==> config.mk <==
export PLATFORM = sky130hd
export DESIGN_NAME = fetch_ctrl
export DESIGN_NICKNAME = d
export VERILOG_FILES = /design/src/rtl/fetch_ctrl.sv
export SDC_FILE = /design/constraint.sdc
export NUM_CORES = 1
export LEC_CHECK = 0
export BUFFER_PORTS_ARGS = -buffer_cell sky130_fd_sc_hd__buf_2
export CORE_MARGIN = 3
export CORE_UTILIZATION = 35
export CTS_BUF_LIST = sky130_fd_sc_hd__clkbuf_8
export CTS_CLUSTER_SIZE = 12
export DETAILED_ROUTE_END_ITERATION = 8
export GPL_TIMING_DRIVEN = 0
export PLACE_DENSITY = 0.71
export SLEW_MARGIN = 25
export SYNTH_ARGS = -nofsm -noshare
export SYNTH_HDL_FRONTEND = slang
export SYNTH_SLANG_ARGS = --single-unit
==> constraint.sdc <==
create_clock -name clk -period 5.1 [get_ports clk]
set_input_delay 1.02 -clock clk [delete_from_list [all_inputs] [get_ports clk]]
set_output_delay 1.02 -clock clk [all_outputs]
set_load 0.03 [all_outputs]
==> src/rtl/fetch_ctrl.sv <==
// Instruction fetch controller: run/step/halt sequencing, redirect and stall.
// Drives a 16-bit byte-addressed, halfword-aligned instruction memory.
module fetch_ctrl #(
    parameter logic [15:0] RESET_PC   = 16'h0000,
    parameter logic [15:0] HALT_INSTR = 16'hFFFF
) (
    input  logic        clk,
    input  logic        rst_n,
    input  logic        run,
    input  logic        step,
    input  logic        stall,
    input  logic        redirect_valid,
    input  logic [15:0] redirect_pc,
    input  logic [15:0] instr_in,
    output logic [15:0] pc,
    output logic [15:0] ir,
    output logic [15:0] ir_pc,
    output logic        ir_valid,
    output logic [1:0]  state,
    output logic        halted
);

    typedef enum logic [1:0] {
        S_IDLE = 2'b00,
        S_RUN  = 2'b01,
        S_STEP = 2'b10,
        S_HALT = 2'b11
    } state_e;

    localparam logic [15:0] RESET_PC_AL = {RESET_PC[15:1], 1'b0};

    state_e      state_q, state_d;
    logic [15:0] pc_q, pc_d;
    logic [15:0] ir_q, ir_d;
    logic [15:0] ir_pc_q, ir_pc_d;
    logic        ir_valid_q, ir_valid_d;
    logic        halted_q, halted_d;

    logic        fetch_en;
    logic        is_halt;
    logic [15:0] redir_al;
    logic [15:0] pc_inc;

    assign redir_al = {redirect_pc[15:1], 1'b0};
    assign pc_inc   = pc_q + 16'd2;
    assign is_halt  = (instr_in == HALT_INSTR);

    always_comb begin
        state_d    = state_q;
        pc_d       = pc_q;
        ir_d       = ir_q;
        ir_pc_d    = ir_pc_q;
        ir_valid_d = ir_valid_q;
        fetch_en   = 1'b0;

        unique case (state_q)
            S_IDLE: begin
                ir_valid_d = 1'b0;
                if (redirect_valid) begin
                    pc_d = redir_al;
                end
                if (run) begin
                    state_d = S_RUN;
                end else if (step) begin
                    state_d = S_STEP;
                end
            end
            S_RUN: begin
                if (!run) begin
                    state_d    = S_IDLE;
                    ir_valid_d = 1'b0;
                    if (redirect_valid) begin
                        pc_d = redir_al;
                    end
                end else if (redirect_valid) begin
                    // Wrong-path squash: drop ir and restart at the target
                    pc_d       = redir_al;
                    ir_valid_d = 1'b0;
                end else if (!stall) begin
                    fetch_en = 1'b1;
                end
            end
            S_STEP: begin
                if (redirect_valid) begin
                    pc_d       = redir_al;
                    ir_valid_d = 1'b0;
                    state_d    = S_IDLE;
                end else if (!stall) begin
                    fetch_en = 1'b1;
                    state_d  = S_IDLE;
                end
            end
            S_HALT: begin
                ir_valid_d = 1'b0;
            end
        endcase

        if (fetch_en) begin
            ir_d       = instr_in;
            ir_pc_d    = pc_q;
            ir_valid_d = 1'b1;
            // A halt instruction parks pc on itself
            if (is_halt) begin
                state_d = S_HALT;
            end else begin
                pc_d = pc_inc;
            end
        end

        halted_d = (state_d == S_HALT);
    end

    always_ff @(posedge clk) begin
        if (!rst_n) begin
            state_q    <= S_IDLE;
            pc_q       <= RESET_PC_AL;
            ir_q       <= 16'h0000;
            ir_pc_q    <= 16'h0000;
            ir_valid_q <= 1'b0;
            halted_q   <= 1'b0;
        end else begin
            state_q    <= state_d;
            pc_q       <= pc_d;
            ir_q       <= ir_d;
            ir_pc_q    <= ir_pc_d;
            ir_valid_q <= ir_valid_d;
            halted_q   <= halted_d;
        end
    end

    assign pc       = pc_q;
    assign ir       = ir_q;
    assign ir_pc    = ir_pc_q;
    assign ir_valid = ir_valid_q;
    assign state    = state_q;
    assign halted   = halted_q;

endmodule

==> summary.txt, run 1 <==
Outcome
  • Status: finished, final reports clean

Routing
  • Routed vias: 2422
  • Initial DRC Count: about 160
  • Drt first pass iters: 4
  • Remaining antenna violation count: 0
  • Drt drc: 0
  • Wirelength, routed: 6810 µm
  • Via-to-Cell Ratio: 5.21
  • Routed len/inst: 14.6 µm

Critical path
  • Worst EP required: 5.28 ns
  • CP startpoint kind: input port
  • CP arrival: between 2 and 3 ns
  • Crit path max fanout: 10
  • CP Class: in2reg
  • FF-to-FF setup slack: between 2 and 3 ns
  • Critical Path End Type: flip-flop

Die
  • Initial Util: 0.375
  • Core area: between 6000 and 7000 µm²
  • Die area: 7610 µm²
  • Io pins: 90
  • Chip width: 87.3 µm
  • Die Height: 87.3 µm
  • Row count: 28

Clock tree
  • Clock Tree Root: clkbuf_8
  • Clk buf depth: 2
  • Clock tree from TritonCTS: yes
  • Number of gates resized after CTS: 0
  • CTS clk-pin slew, worst paths: roughly 0.09 ns
  • Htree depth: 2
  • CTS Hold Bufs: 0
  • CTS sink cnt: 52
  • Postcts setup bufs: 0
  • Clk_lat worst skew: 0.31 ns
  • TritonCTS Buffers: 5

STA
  • Fin Setup TNS: 0 ns
  • Fin. Hold Viols: 0
  • Fin crit period: 2.33 ns
  • Max frequency: 429 MHz
  • Hold WS: 0.456 ns
  • RSZ-0062 raised after global routing: no
  • Setup Viol. Count Final: 0
  • Slew margin rel.: 0.642
  • Slew Limit Fails: 0
  • Slew @ Worst Pin: 0.537 ns
  • Setup Skew: 0.0146 ns
  • Crit share post-route: 0.457

Pwr
  • Sw Ratio: 0.288
  • PwrDens: 263 nW/µm²
  • Sequential power share: 0.559
  • NetSw: between 0.0002 and 0.00025 W
  • Peak VDD IR: 0.171 mV
  • Clock power share: 0.307
  • P_leak: approximately 1.2 nW
  • Combinational Power Share: 0.135
  • Pint: 0.000549 W

Place
  • Detailed Place HPWL: 5180 µm
  • Placed Cells: 457
  • GP Congestion: 0.875
  • # port buffers: 88

Synth
  • Synth Flop Type: dfxtp_1
  • Yosys top cell by area: dfxtp_1
  • Post-synth net total: roughly 340
  • Syn avg cell area: 7.86 µm²
  • Seq/Total Area, Yosys: 0.450
  • Synth top area share: 0.450
  • Post-synth EDFFs: 0
  • Most frequent cell after synthesis: nand2_1
  • Async SR Flop Fraction: 0
  • Synth area leaders: dfxtp_1, nand2_1, a21oi_1
  • Cells after synthesis: about 290
  • Netlist cell types: 44
  • Post-Syn Area: 2310 µm²
  • Yosys warns: 0
  • Synth top cells by count: nand2_1, dfxtp_1, a21oi_1
  • Post-synthesis register bit count: 52

Layout
  • Layout cells sized above 1: 0.279
  • Inserted Diodes: 0
  • Filler Cell Count: 625
  • Layout Cells excl Fill: 465
  • P&R area growth vs syn: 27.0%
  • Final #Nets: 432

Global route
  • First-pass GRT wire length: between 10000 and 15000 µm
  • Total congestion overflow: 0
  • Vias in the first global route: about 2300
  • Largest net degree at the start of global routing: 17
  • Initial antenna violation count: 0
  • Gr usage total: 0.182

Min path
  • Worst Hold Class: reg2reg

Run
  • Total of max-cap violations: 0
==> layout by cell type, fill, tap and decap left out, types with 3 or more instances in the layout <==
cell type and n:
buf_2 94, nand2_1 87, dfxtp_1 52, a21oi_1 47, clkbuf_1 10, inv_1 7, o21ai_1 7, nor2_1 7
nand4_1 6, nor3_1 6, ha_1 5, clkbuf_8 5, nor4_1 4, a31oi_1 4, o21a_1 3, nand3_1 3
o311ai_1 3, a22oi_1 3, a32oi_1 3
==> state kept, by name, indices dropped and copies added (netlist names) <==
signal    count
state         2
ir_pc        16
halted        1
pc           16
ir_valid      1
ir           16
==> cell families (layout without fill, tap and decap cells) <==
kind of cell | count (synthesis) | in the layout | synth area share
compound gates | 82 | 82 | 0.213
xor+xnor | 1 | 1 | 0.00379
fa+ha+maj | 5 | 5 | 0.0271
buf+inv | 25 | 121 | 0.0439
flops | 52 | 52 | 0.450
simple gates | 129 | 129 | 0.262
==> layer usage <==
metal / GRT usage / vias to the layer above / part of all wire
met5: 0 / - / 0
met1: 0.239 / 1114 / 0.45
met2: 0.287 / 76 / 0.46
li1: - / 1220 / -
met3: 0.0520 / 12 / 0.079
met4: 0.0628 / 0 / 0.020
==> layout make-up <==
cell class / count / area (µm²) / share of cell area
Sequential cell: 52 / 1040 / 0.355
Buffer: 17 / 71.3 / 0.0243
Tap cell: 75 / 93.8 / 0.0320
Clock inverter: 3 / 20.0 / 0.00682
Timing Repair Buffer: 88 / 440 / 0.150
Multi-Input combinational cell: 217 / 1170 / 0.398
Clock buffer: 5 / 68.8 / 0.0235
Inverter: 8 / 30.0 / 0.0102
==> worst max-delay path, stage by stage <==
cell	delay, ns
buf_2	0.10
nand2b_4	0.15
or3_1	0.34
buf_2	0.17
o21a_1	0.19
clkbuf_1	0.24
o21ai_1	0.20
a31oi_1	0.09
==> final timing paths <==
check	start	end	cells past startpoint
setup / recovery	stall	pc[15]	8
hold / removal	ir[9]	ir[9]	2
setup reg to reg	state[1]	pc[15]	9
hold reg to reg	ir[9]	ir[9]	2
==> power by group through the flow <==
stage / combinational (W) / clock, W / sequential (W)
floorplan: 0.0000429 / 0 / 0.000457
global placement: 0.000103 / 0 / 0.000440
detailed placement: 0.000104 / 0 / 0.000440
CTS: 0.000105 / 0.000243 / 0.000431
global route: 0.000114 / 0.000257 / 0.000433
finish: 0.000104 / 0.000236 / 0.000431
==> through the flow <==
step           area (µm²)  setup slack, ns  utilization  power, W
2_1_floorplan        2310             2.76            -  0.000500
3_3_place_gp         2850             2.45        0.461  0.000543
3_5_place_dp         2850             2.44        0.461  0.000544
4_1_cts              2930             2.77        0.476  0.000778
5_1_grt              2930             2.61        0.476  0.000804
6_report             2930             2.77        0.476  0.000771
Power figures use the tool's default switching activity.
==> run 2, diff against run 1 <==
--- a/config.mk
+++ b/config.mk
@@ -12,7 +12,7 @@
 export CTS_CLUSTER_SIZE = 12
 export DETAILED_ROUTE_END_ITERATION = 8
 export GPL_TIMING_DRIVEN = 0
-export PLACE_DENSITY = 0.71
+export PLACE_DENSITY = 0.73
 export SLEW_MARGIN = 25
 export SYNTH_ARGS = -nofsm -noshare
 export SYNTH_HDL_FRONTEND = slang
==> constraint.sdc (replaced) <==
create_clock -name clk -period 1.9 [get_ports clk]
set_input_delay 0.38 -clock clk [delete_from_list [all_inputs] [get_ports clk]]
set_output_delay 0.38 -clock clk [all_outputs]
set_load 0.03 [all_outputs]
==> run 2 against run 1 <==
  * Sequential share of layout area fell by 2.6 points
  * First-iteration DRC count rose by 8.0%
  * Total power rose to 3.0 times the previous value
  * Cell area rose by 9.5%
  * Via count rose by 4.5%
  * Clock-buffer cell count rose by 2
  * Non-clock buffer count rose by 7
  * Critical path depth did not move
  * Critical endpoint is now pc[13]
  * Largest cell class unchanged
==> summary.txt, run 2 (synthesis gave the netlist of run 1 again) <==
Outcome
  • Status: finished, final reports clean

Layout
  • Commonest non-fill, non-tap cells in the layout: buf_2, nand2_1, a21oi_1
  • Commonest non-fill, non-tap cell in the layout: buf_2
  • Seq. cell area: 1050 µm²
  • Cell area after layout: ~3200 µm²
  • Inserted Diodes: 0
  • Final #Nets: around 440
  • Filler Cell Count: 623
  • P&R area growth vs syn: 39.0%
  • Area occupied by multi-input gates: 1290 µm²
  • Layout cells sized above 1: 0.383

Critical path
  • CP Buf/Inv Count: 2
  • Crit-path slowest cell: or4_1
  • CP arrival: between 2 and 2.5 ns
  • Worst r2r src: state[0]
  • Worst path cell trace: inv_4, ha_4, nand2b_4, nor3_4, nand2b_1, buf_6, or4_1, a31oi_1
  • Crit path max fanout: 9
  • CP startpoint kind: flip-flop
  • CP Class: reg2reg
  • Worst path top cell family by delay: simple AND/OR/NAND/NOR gates
  • Critical Path End Type: flip-flop
  • Worst EP required: 2.14 ns
  • Max incr delay on CP: 0.47 ns
  • Reg2Reg Depth: 8
  • FF-to-FF setup slack: approximately 0.0028 ns
  • CP startpoint: state[0]
  • RR Endpoint: pc[13]
  • Critical Path Sink: pc[13]
  • Critical path depth: 8

STA
  • Fin crit period: 1.90 ns
  • Fin. Hold Viols: 0
  • Max frequency: 527 MHz
  • Setup Viol. Count Final: 0
  • Slew margin rel.: 0.602
  • Setup Skew: 0.00670 ns
  • Slew Limit Fails: 0
  • RSZ-0062 raised after global routing: yes
  • Final worst slack: between 0.002 and 0.003 ns
  • Fin Setup TNS: 0 ns
  • Crit share post-route: 0.999
  • Slew @ Worst Pin: 0.597 ns

Clock tree
  • CTS clk-pin slew, worst paths: 0.10 ns
  • Clk buf depth: 2
  • CTS sink cnt: 52
  • Clock tree from TritonCTS: yes
  • Htree depth: 2
  • Clk_lat worst skew: 0.31 ns
  • TritonCTS Buffers: 5
  • CTS Hold Bufs: 0
  • Clock Tree Root: clkbuf_8

Pwr
  • P_leak: 1.35 nW
  • Combinational Power Share: 0.138
  • Pint: roughly 0.0017 W
  • Sw Ratio: 0.264
  • NetSw: 0.000614 W
  • Clock power share: 0.362
  • PwrDens: 723 nW/µm²
  • Peak VDD IR: ~0.35 mV
  • Sequential power share: 0.500

Die
  • Row count: 28
  • Core area: approximately 6000 µm²
  • Chip width: 87.3 µm
  • Die Height: 87.3 µm
  • Initial Util: 0.375
  • Io pins: 90
  • Die area: ~7600 µm²

Routing
  • Wirelength, routed: approximately 7300 µm
  • Routed len/inst: 15.4 µm
  • Routed vias: roughly 2500
  • Remaining antenna violation count: 0
  • Initial DRC Count: 176
  • Via-to-Cell Ratio: 5.36
  • Drt drc: 0
  • Drt first pass iters: 5

Place
  • DP Area: 2900 µm²
  • Detailed Place HPWL: 5110 µm
  • GP Congestion: between 0.8 and 0.9
  • Worst slack at placement: -0.173 ns
  • # port buffers: 88

Min path
  • Worst Hold Class: in2reg

Global route
  • First-pass GRT wire length: 11600 µm
  • Gr usage total: 0.191
  • Largest net degree at the start of global routing: 16
  • Vias in the first global route: about 2400
  • Total congestion overflow: 0
  • Initial antenna violation count: 0

Run
  • Total of max-cap violations: 0
==> run 2: cell types whose count changed in the layout (fill, tap and decap cells not counted), moves of 6 or more <==
cell     previous run  this run
buf_4               0        10
dfxtp_1            52        45
buf_2              94        88
o21ai_1             7         1
o21ai_2             0         6
==> run 2: worst min path at each step <==
stage	to	cells past startpoint	start
after floorplan	ir_valid	1	redirect_valid
after global placement	ir_pc[4]	2	ir_pc[4]
after detailed placement	ir_pc[6]	2	ir_pc[6]
after CTS	ir[3]	3	instr_in[3]
after global routing	ir[15]	3	instr_in[15]
final	ir[3]	3	instr_in[3]
==> run 2: area by class of cell <==
| cell class | count | area share |
|---|---|---|
| buffer | 15 | 0.0304 |
| multi-input combinational | 217 | 0.401 |
| clock inverter | 1 | 0.00935 |
| inverter | 8 | 0.0109 |
| timing repair buffer | 97 | 0.160 |
| tap | 75 | 0.0292 |
| clock buffer | 7 | 0.0300 |
| sequential | 52 | 0.328 |
==> run 2: what timing repair did <==
| item | in CTS | in global routing |
|---|---|---|
| endpoints found under the setup margin | 41 | 45 |
| cloned | 1 | 0 |
| pin swaps | 11 | 9 |
| setup buffers | 5 | 3 |
| resized for setup | 9 | 31 |
==> run 2: tightest hold or removal path, delay by kind of cell <==
kind,cells,cell delay (ns)
compound gates,1,0.05
buf+inv,1,0.10
simple gates,1,0.05
==> run 2: metal layers <==
| layer | global-route usage | share of wire | up-vias |
|---|---|---|---|
| met2 | 0.308 | 0.49 | 94 |
| met4 | 0.0683 | 0.015 | 0 |
| met1 | 0.253 | 0.43 | 1188 |
| met5 | 0 | 0 | - |
| li1 | - | - | 1234 |
| met3 | 0.0388 | 0.060 | 14 |
==> run 2: power groups by stage <==
stage / clock (W) / combinational [W] / sequential [W]
6_report: 0.000841 / 0.000320 / 0.00116
3_5_place_dp: 0 / 0.000289 / 0.00118
4_1_cts: 0.000855 / 0.000305 / 0.00116
2_1_floorplan: 0 / 0.000125 / 0.00123
5_1_grt: 0.000899 / 0.000347 / 0.00117
3_3_place_gp: 0 / 0.000285 / 0.00118
==> run 2: through the flow <==
step	power, W	cells	util	hold WS (ns)
floorplan	0.00135	294	-	0.470
global placement	0.00147	457	0.470	0.438
detailed placement	0.00147	457	0.470	0.445
CTS	0.00232	470	0.502	0.300
global route	0.00241	472	0.521	0.308
finish	0.00232	472	0.521	0.311
==> run 3, diff against run 2 <==
--- a/config.mk
+++ b/config.mk
@@ -7,12 +7,12 @@
 export LEC_CHECK = 0
 export BUFFER_PORTS_ARGS = -buffer_cell sky130_fd_sc_hd__buf_2
 export CORE_MARGIN = 3
-export CORE_UTILIZATION = 35
+export CORE_UTILIZATION = 33
 export CTS_BUF_LIST = sky130_fd_sc_hd__clkbuf_8
 export CTS_CLUSTER_SIZE = 12
 export DETAILED_ROUTE_END_ITERATION = 8
 export GPL_TIMING_DRIVEN = 0
-export PLACE_DENSITY = 0.73
+export PLACE_DENSITY = 0.7
 export SLEW_MARGIN = 25
 export SYNTH_ARGS = -nofsm -noshare
 export SYNTH_HDL_FRONTEND = slang
==> run 3 against run 2 <==
  * The run now ends with negative setup slack left
  * Non-clock buffer count decreased by 2
  * Clock-buffer cell count fell by 2
  * Clock skew up 0.0041 ns
  * Global-route usage decreased by 1.0 points
  * Clock power fell by 22%
  * Sequential share of layout area grew 0.36 points
  * Core utilization decreased by 3.5 points
  * Cell area shrank 0.62%
  * Sequential power hardly changed
  * Register-to-register slack lost 0.02 ns
  * First-iteration DRC count is 11% higher
  * Via count decreased by 1.1%
  * Critical path type unchanged
  * Largest power group unchanged
==> summary.txt, run 3 (synthesis gave the netlist of run 1 again) <==
Outcome
  • Failing checks: negative setup slack
  • Status: finished, violations left

Clock tree
  • Htree depth: 2
  • CTS clk-pin slew, worst paths: 0.10 ns
  • CTS Hold Bufs: 0
  • TritonCTS Buffers: 5
  • Clock tree from TritonCTS: yes
  • Clk buf depth: 2
  • Clock Tree Root: clkbuf_8
  • CTS sink cnt: 52
  • Clk_lat worst skew: 0.31 ns

Pwr
  • PwrDens: 669 nW/µm²
  • Tot Pwr: 0.00213 W
  • P_leak: 1.32 nW
  • Peak VDD IR: 0.336 mV

Layout
  • Commonest non-fill, non-tap cell in the layout: buf_2
  • P&R area growth vs syn: 38.1%
  • Layout cells sized above 1: 0.377
  • Final #Nets: approximately 440
  • Commonest non-fill, non-tap cells in the layout: buf_2, nand2_1, a21oi_1
  • Inserted Diodes: 0
  • Layout Cells excl Fill: 488
  • Filler Cell Count: 663

STA
  • Slew Limit Fails: 0
  • Setup Viol. Count Final: 2
  • Crit share post-route: 1.01
  • Fin. Hold Viols: 0
  • RSZ-0062 raised after global routing: yes
  • Slew margin rel.: 0.589
  • Hold WS: 0.306 ns
  • Setup Skew: 0.0108 ns
  • Slew @ Worst Pin: ~0.62 ns
  • Final worst slack: -0.0161 ns
  • Fin crit period: 1.92 ns
  • Max frequency: 522 MHz

Place
  • # port buffers: between 80 and 90
  • Placed Cells: 475
  • GP Congestion: approximately 0.84
  • Detailed Place HPWL: 5210 µm

Die
  • Core area: between 6000 and 7000 µm²
  • Die Height: 89.7 µm
  • Chip width: 89.7 µm
  • Row count: 29
  • Die area: 8040 µm²
  • Io pins: 90
  • Initial Util: 0.352

Critical path
  • Worst path cell trace: inv_4, ha_4, nand2b_4, or3_4, buf_6, nor3b_1, o21ai_2, a21oi_1
  • CP startpoint kind: flip-flop
  • Max incr delay on CP: 0.43 ns
  • Crit path max fanout: 10
  • Worst r2r src: state[1]
  • Worst EP required: 2.14 ns
  • RR Endpoint: pc[4]
  • CP Buf/Inv Count: 2
  • Crit-path slowest cell: or3_4
  • CP arrival: about 2.2 ns
  • Critical Path End Type: flip-flop
  • FF-to-FF setup slack: -0.02 ns
  • Reg2Reg Depth: 8
  • CP Class: reg2reg
  • Worst path top cell family by delay: simple AND/OR/NAND/NOR gates
  • Critical path depth: 8

Routing
  • Drt first pass iters: 4
  • Drt drc: 0
  • Wirelength, routed: between 7000 and 8000 µm
  • Remaining antenna violation count: 0
  • Via-to-Cell Ratio: 5.13
  • Initial DRC Count: 196
  • Routed len/inst: 14.8 µm
  • Routed vias: 2501

Global route
  • Gr usage total: 0.181
  • First-pass GRT wire length: roughly 11000 µm
  • Total congestion overflow: 0
  • Vias in the first global route: 2241
  • Largest net degree at the start of global routing: 18
  • Initial antenna violation count: 0

Min path
  • WHS Path Cells: 3
  • WHS Endpoint: ir[14]
  • Worst Hold Class: in2reg
  • HP Start: instr_in[14]

Run
  • Total of max-cap violations: 0
## run 3: cell count changes in the layout (fill, tap and decap cells not counted), sizes merged
cell    previous run  this run
buf              103       101
bufinv             1         0
clkbuf            16        14
clkinv             0         2
inv                8         9
## run 3: worst reg2reg max path, stage by stage, from the launching register on
cell      delay [ns]
dfxtp_4         0.38
inv_4           0.05
ha_4            0.26
nand2b_4        0.06
or3_4           0.43
buf_6           0.18
nor3b_1         0.26
o21ai_2         0.09
a21oi_1         0.13
## run 3: what timing repair did
| action | CTS | global route |
|---|---|---|
| gates resized for setup | 9 | 35 |
| gates cloned | 1 | 0 |
| setup buffers | 5 | 1 |
| pin swaps | 10 | 8 |
| setup endpoints to repair | 41 | 43 |
## run 3: power breakdown
part | internal [W] | switching (W) | total [W]
sequential | 0.00112 | 0.0000420 | 0.00116
combinational | 0.000126 | 0.000194 | 0.000320
clock | 0.000265 | 0.000388 | 0.000653
## run 3: per-layer routing
metal  share of wire  track usage
met3           0.071       0.0392
met2            0.48        0.291
met5               0            0
met1            0.44        0.238
met4           0.014       0.0663
## run 3: cell type report
| type | instances | area, µm² | area share |
|---|---|---|---|
| multi-input cells | 217 | 1290 | 0.405 |
| flip-flops and latches | 52 | 1060 | 0.332 |
| repair buffers | 95 | 499 | 0.156 |
| well taps | 93 | 116 | 0.0365 |
| plain buffers | 15 | 98.8 | 0.0310 |
| clock buffers | 5 | 68.8 | 0.0216 |
| inverters | 8 | 35.0 | 0.0110 |
| clock inverters | 3 | 22.5 | 0.00706 |
## run 3: worst max-delay path by stage
| stage | start | to | slack [ns] |
|---|---|---|---|
| finish | state[1] | pc[4] | -0.02 |
| detailed placement | state[1] | pc[12] | -0.23 |
| global route | state[1] | pc[4] | -0.06 |
| CTS | state[0] | pc[5] | -0.02 |
| global placement | state[1] | pc[12] | -0.21 |
| floorplan | state[1] | pc[15] | -0.03 |
## run 3: metrics by stage
step	instance area, µm²	setup WS, ns	TNS, ns	utilization
4_1_cts	3080	-0.0231	-0.127	0.469
5_1_grt	3190	-0.0640	-0.359	0.486
6_report	3190	-0.0161	-0.0183	0.486
2_1_floorplan	2360	-0.0256	-0.121	-
3_3_place_gp	2920	-0.211	-3.39	0.444
3_5_place_dp	2920	-0.228	-2.93	0.444
